### src/rtl/demux_1xn_stream.sv
// 1-to-N stream demux: one register stage per channel, 1-cycle latency; a stalled channel only blocks words addressed to it.
// Optional per-channel saturating acceptance counters are enabled with macro DEMUX_1XN_CNT_EN.
module demux_1xn_stream #(
  parameter int WIDTH    = 8,
  parameter int CHANNELS = 4,
  parameter int SEL_W    = $clog2(CHANNELS)
) (
  input  logic                     clk,
  input  logic                     rst,
  input  logic [WIDTH-1:0]         in_data,
  input  logic                     in_valid,
  output logic                     in_ready,
  input  logic [SEL_W-1:0]         sel,
  output logic [CHANNELS*WIDTH-1:0] out_data,
  output logic [CHANNELS-1:0]      out_valid,
  input  logic [CHANNELS-1:0]      out_ready,
  output logic                     sel_err,
  output logic [CHANNELS*16-1:0]   xfer_cnt
);

  localparam logic [SEL_W:0] CH_LIM = (SEL_W+1)'(CHANNELS);

  logic                      sel_oob;
  logic                      ch_free;
  logic                      accept;
  logic [CHANNELS-1:0]       load;
  logic [CHANNELS-1:0]       valid_q, valid_d;
  logic [CHANNELS*WIDTH-1:0] data_q, data_d;
  logic                      sel_err_q, sel_err_d;

  always_comb begin
    // Out-of-range selects are always accepted so they can be dropped and flagged.
    sel_oob = ({1'b0, sel} >= CH_LIM);
    ch_free = 1'b0;
    for (int k = 0; k < CHANNELS; k++) begin
      if (sel == SEL_W'(k)) ch_free = !valid_q[k] || out_ready[k];
    end
    in_ready  = !rst && (sel_oob || ch_free);
    accept    = in_valid && in_ready;
    load      = '0;
    valid_d   = valid_q;
    data_d    = data_q;
    for (int k = 0; k < CHANNELS; k++) begin
      load[k] = accept && !sel_oob && (sel == SEL_W'(k));
      if (load[k]) begin
        valid_d[k]                = 1'b1;
        data_d[k*WIDTH +: WIDTH]  = in_data;
      end else if (out_ready[k]) begin
        valid_d[k] = 1'b0;
      end
    end
    sel_err_d = accept && sel_oob;
  end

  always_ff @(posedge clk) begin
    if (rst) begin
      valid_q   <= '0;
      data_q    <= '0;
      sel_err_q <= 1'b0;
    end else begin
      valid_q   <= valid_d;
      data_q    <= data_d;
      sel_err_q <= sel_err_d;
    end
  end

  assign out_valid = valid_q;
  assign out_data  = data_q;
  assign sel_err   = sel_err_q;

`ifdef DEMUX_1XN_CNT_EN
  logic [CHANNELS*16-1:0] cnt_q, cnt_d;

  always_comb begin
    cnt_d = cnt_q;
    for (int k = 0; k < CHANNELS; k++) begin
      if (load[k] && cnt_q[k*16 +: 16] != 16'hFFFF)
        cnt_d[k*16 +: 16] = cnt_q[k*16 +: 16] + 16'd1;
    end
  end

  always_ff @(posedge clk) begin
    if (rst) cnt_q <= '0;
    else     cnt_q <= cnt_d;
  end

  assign xfer_cnt = cnt_q;
`else
  assign xfer_cnt = '0;
`endif

endmodule

### config.mk
export PLATFORM = sky130hd
export DESIGN_NAME = demux_1xn_stream
export DESIGN_NICKNAME = d
export VERILOG_FILES = /design/src/rtl/demux_1xn_stream.sv
export SDC_FILE = /design/constraint.sdc
export NUM_CORES = 1
export LEC_CHECK = 0
export CAP_MARGIN = 20
export CORE_MARGIN = 2
export CORE_UTILIZATION = 38
export DETAILED_ROUTE_END_ITERATION = 6
export PLACE_DENSITY = 0.81
export SYNTH_ARGS = -nofsm -noshare
export SYNTH_HDL_FRONTEND = slang
export SYNTH_SLANG_ARGS = --single-unit
### constraint.sdc
create_clock -name clk -period 1.8 [get_ports clk]
set_clock_uncertainty 0.1 [all_clocks]
set_input_delay 0.36 -clock clk [delete_from_list [all_inputs] [get_ports clk]]
set_output_delay 0.36 -clock clk [all_outputs]
set_load 0.02 [all_outputs]
==> results of run 1 <==
## logic make-up after synthesis
group                  synth area share
and+or+nand+nor                  0.1058
AOI/OAI and AO/OA                0.2240
muxes                           0.01108
DFF                              0.3545
buffers and inverters            0.3028
other                          0.001844
## power by group through the flow
stage	clock (mW)	combinational [mW]	sequential (mW)
floorplan	0	0.309	0.875
global placement	0	0.350	0.849
detailed placement	0	0.355	0.849
CTS	0.601	0.354	0.831
global route	0.642	0.383	0.834
finish	0.597	0.360	0.831
## final cells by class
| type | instances | share of cell area |
|---|---|---|
| Multi-Input combinational cell | 167 | 0.3765 |
| Tap cell | 70 | 0.03383 |
| Timing Repair Buffer | 73 | 0.2610 |
| Clock buffer | 8 | 0.03480 |
| Sequential cell | 36 | 0.2794 |
| Inverter | 10 | 0.01450 |
## what timing repair did
| action | 4_1_cts | 5_1_grt |
|---|---|---|
| endpoints found under the setup margin | 25 | 9 |
| pin swaps | 1 | 0 |
| gates resized for setup | 23 | 12 |
| setup buffers | 1 | 0 |
## cell usage in the layout, fill, tap and decap left out, drive strengths merged, types with 3 or more instances in the layout
cell type / count
conb: 65
o21ai: 16
o311ai: 16
o31ai: 16
nand2b: 4
dlygate4sd2: 9
clkdlybuf4s50: 41
a21oi: 20
nor2: 3
clkbuf: 8
dfxtp: 36
nand4: 16
nor2b: 4
inv: 9
buf: 21
## worst paths after layout
check | slack [ps] | cells after the start | from | end
worst max-delay path | -120 | 4 | out_valid[3] | in_ready
worst max register to register | 470 | 4 | out_valid[1] | out_data[15]
worst min-delay path | 370 | 2 | out_data[23] | out_data[23]
worst min register to register | 370 | 2 | out_data[23] | out_data[23]
## routing by layer
metal,wire length (um),vias up,track usage,part of all wire
met5,0,-,0,0
met2,2507,106,0.2730,0.49
met1,2061,809,0.2100,0.40
met3,473,8,0.04118,0.093
li1,-,823,-,-
met4,63,0,0.05714,0.012
## flip-flops by register name (all words and copies together) (netlist names)
signal	cells
out_data	32
out_valid	4
## critical path: cells and delay by family, from the launching register on
family                 cells  cell delay (ps)
flip-flops                 1              320
multiplexers               1              500
AND/OR/NAND/NOR            2              240
buffers and inverters      1              120
## metrics by stage
stage | hold WS [ps] | setup TNS [ps] | power [mW] | std cells | util
after CTS | 376.4 | -133.7 | 1.786 | 364 | 0.5012
after global placement | 358.3 | -11320 | 1.199 | 355 | 0.4796
final | 373.4 | -123.4 | 1.789 | 364 | 0.5037
after floorplan | 407.0 | 0 | 1.184 | 297 | -
after global routing | 401.0 | -168.1 | 1.858 | 364 | 0.5037
after detailed placement | 363.9 | -12070 | 1.204 | 355 | 0.4796
==> out/qor.yml, run 1 <==
worstPathCellList: "nor2b_4, mux4_2, nor2_4, buf_6"
violations: "setup timing"
cap_viol_max_count: 0
finalSetupViolCount: 1
clock_latency_ps: 290
num_io_pins: 119
start_kind: "flop"
cts_tree: "built"
cp_slowest_cell: "mux4_2"
avgViaCountPerCell: 4.797
clock.fmax_ghz: 0.5199
vias: 1746
synth_flop_cell: "dfxtp_1"
numCtsBuffers: 5
internal_power_mw: 1.238
worst_slack_ps: -123.4
multiInputGateArea_um2: 974.7
synth.avg_cell_area_um2: 8.726
synth-async-reset-ratio: 0
finalInstanceArea_um2: 2589
ys_ff_latch: 36
die_w_um: 77.15
grt_pass1_vias: 1617
syn_to_final_growth_pct: 27.32
final_nets: 310
port_buffers: 53
ys_types: 25
avgRoutedWirePerCell_um: 14.02
ys_warn_count: 0
postPlaceCellArea_um2: 2465
final_max_slew_viol_count: 0
synth_cells: 233
gp_congestion: 0.8053
die_h_um: 77.15
first_iter_violations: 98
yosysTopAreaCell: "dfxtp_1"
cp_max_fo: 2
swShare: 0.3082
antennaDiodeCount: 0
rsz0062_at_grt: "yes"
dpl.hpwl_um: 3765
wl_um: 5105
ir_drop_v: 0.0003441
synth-edff-count: 0
finalHoldViolCount: 0
cts-root-buf: "clkbuf_8"
p_comb_frac: 0.202
grt_usage: 0.1656
end_kind: "output port"
dr.pass1.iters: 4
yosysMostFrequentCell: "buf_4"
grt_overflow_total: 0
powerDensity_nw_per_um2: 691.0
final_layout_size_suffix_gt1_frac: 0.1293
grt_pass1_wl_um: 7838
fp.dieArea_um2: 5951
synth.top_cell.area_share: 0.3545
cpPeakStageDelay_ps: 500
ff_latch_area_um2: 723.2
cts-hold-fix-buffers: 0
rows: 26
synth_area_leaders: "dfxtp_1 (35%), buf_4 (24%), o311ai_0 (6.0%), o31ai_1 (5.9%), a21oi_1 (4.9%)"
antenna_left: 0
p_clk_frac: 0.334
final.period_utilization: 1.069
hp-class: "reg -> reg"
p_leak_nw: 1.076
grt_max_degree: 36
cts_num_sinks: 36
fillers: 526
path_class: "reg -> out"
status: "complete, but fails checks"
p_sw_mw: 0.5514
clk_pin_slew_ps: 70
htreeDepth: 2
period_minus_slack_ps: 1923
pre_cts_slack_ps: -821.1
worst_ep_required_time_ps: 1340
netlist_area_um2: 2033
start_util: 0.3956
antenna_found_initial: 0
p_seq_frac: 0.465
clk_path_buf_depth: 2
synth_commonest_cells: "buf_4 (65), dfxtp_1 (36), a21oi_1 (20), nand4_1 (16), o31ai_1 (16)"
drcViolationCount: 0
worstPathArrival_ps: 1460
core_area_um2: 5140
synth_seq_area_share: 0.3545
(Power assumes the default switching activity.)
==> run 2, diff against run 1 <==
==> constraint.sdc (replaced) <==
create_clock -name clk -period 1.8 [get_ports clk]
set_clock_uncertainty 0.1 [all_clocks]
set_input_delay 0.27 -clock clk [delete_from_list [all_inputs] [get_ports clk]]
set_output_delay 0.27 -clock clk [all_outputs]
set_load 0.02 [all_outputs]
==> run 2 against run 1 <==
Against the previous run:
- the run still ends with setup timing left
- total power up 0.84%
- fmax up 4.3%
- clock power up 1%
- flip-flop and latch count unchanged
- die area unchanged
- largest cell class unchanged
- largest power group unchanged
==> out/qor.yml, run 2 (synthesis gave the netlist of run 1 again) <==
status: "complete, but fails checks"
violations: "setup timing"
grt_pass1_wl_um: 7762
holdWs_ps: 313.1
rows: 26
holdPathEnd: "out_valid[1]"
gp_congestion: 0.8177
final_layout_size_suffix_gt1_frac: 0.1424
die_w_um: 77.15
ff_latch_area_um2: 724.4
finalHoldViolCount: 0
cts_num_sinks: 36
die_h_um: 77.15
antenna_left: 0
final_nets: 311
grt_max_degree: 36
period_minus_slack_ps: 1844
cp_slowest_cell: "mux4_2"
grt_overflow_total: 0
num_io_pins: 119
mostFrequentLayoutCell: "conb_1"
hold_depth: 3
cp_max_fo: 2
hp-class: "in -> reg"
final_cell_mix: "conb_1 (65), clkdlybuf4s50_1 (47), dfxtp_1 (33)"
worstPathArrival_ps: 1470
clk_pin_slew_ps: 70
largest_reg_flops: 32
path_class: "reg -> out"
vias: 1734
antennaDiodeCount: 0
cts-root-buf: "clkbuf_8"
grt_pass1_vias: 1550
start_kind: "flop"
regToRegEndpoint: "out_data[3]"
clock_latency_ps: 290
final.period_utilization: 1.024
cts_tree: "built"
core_area_um2: 5140
top_layer_used: "met4"
start_util: 0.3956
pre_cts_slack_ps: -607.6
rsz0062_at_grt: "yes"
end_kind: "output port"
drcViolationCount: 0
syn_to_final_growth_pct: 28.62
htreeDepth: 2
avgViaCountPerCell: 4.751
worst_ep_required_time_ps: 1430
finalSetupViolCount: 1
grt_usage: 0.1662
avgRoutedWirePerCell_um: 13.93
finalInstanceArea_um2: 2615
port_buffers: 53
cpPeakStageDelay_ps: 500
cap_viol_max_count: 0
antenna_found_initial: 0
rrSetupSlack_ps: 520
final_max_slew_viol_count: 0
multiInputGateArea_um2: 979.7
clk_path_buf_depth: 2
wirelength_met1_um: 2080
dpl.hpwl_um: 3791
worstHoldStart: "out_ready[1]"
ir_drop_v: 0.0003908
clock.fmax_ghz: 0.5424
fillers: 522
p_leak_nw: 1.040
cts-hold-fix-buffers: 0
rr_worst_depth: 4
r2r_start: "out_valid[0]"
dr.pass1.iters: 4
wl_um: 5083
final_util: 0.5088
first_iter_violations: 92
powerDensity_nw_per_um2: 689.8
wl_met2_um: 2469
worst_slack_ps: -43.77
worstPathCellList: "nor2b_4, mux4_2, nor2_4, buf_6"
dr_wl_met3_um: 436
numCtsBuffers: 5
fp.dieArea_um2: 5951
postPlaceCellArea_um2: 2486
setup_tns_ps: -43.77
-- run 2: cell count changes in the layout (fill, tap and decap cells not counted), moves of 3 or more --
cell,change
o21ai_1,-3
clkdlybuf4s50_1,+6
dlygate4sd2_1,-4
o21ai_0,+3
-- run 2: how the worst max path moves through the flow --
stage	slack, ps	from	to	cells after the start
floorplan	40	out_valid[3]	in_ready	4
global placement	-600	sel[1]	in_ready	4
global route	-90	out_valid[2]	in_ready	4
finish	-40	out_valid[3]	in_ready	4
detailed placement	-610	out_ready[2]	in_ready	5
CTS	-70	out_valid[3]	in_ready	4
-- run 2: final cells by class --
class / count / area share
clock buffers: 8 / 0.03445
inverters: 10 / 0.01435
repair buffers: 74 / 0.2660
multi-input cells: 167 / 0.3746
well taps: 70 / 0.03349
flip-flops and latches: 36 / 0.2770
-- run 2: report_power, final --
| group | total, mW | switching [mW] | internal [mW] |
|---|---|---|---|
| sequential | 0.831 | 0.0123 | 0.819 |
| combinational | 0.370 | 0.255 | 0.114 |
| clock | 0.603 | 0.291 | 0.312 |
| total | 1.80 | 0.558 | 1.25 |
-- run 2: per-stage QoR --
step	power, mW	std cells
floorplan	1.183	297
global placement	1.204	357
detailed placement	1.209	357
CTS	1.803	365
global route	1.884	365
finish	1.804	365
-- run 2: what timing repair did --
action	4_1_cts	5_1_grt
endpoints found under the setup margin	14	8
pin swaps	1	1
resized for setup	21	11
setup buffers	0	0
-- run 2: critical path, delay by kind of cell (launching register included) --
family	cells	cell delay [ps]
AND/OR/NAND/NOR	2	240
buffers and inverters	1	120
multiplexers	1	500
flip-flops	1	320
-- run 2: routing by layer --
layer  track usage  up-vias
li1              -      821
met1        0.2118      801
met2        0.2583      103
met3       0.04000        9
met4       0.08929        0
met5             0        -
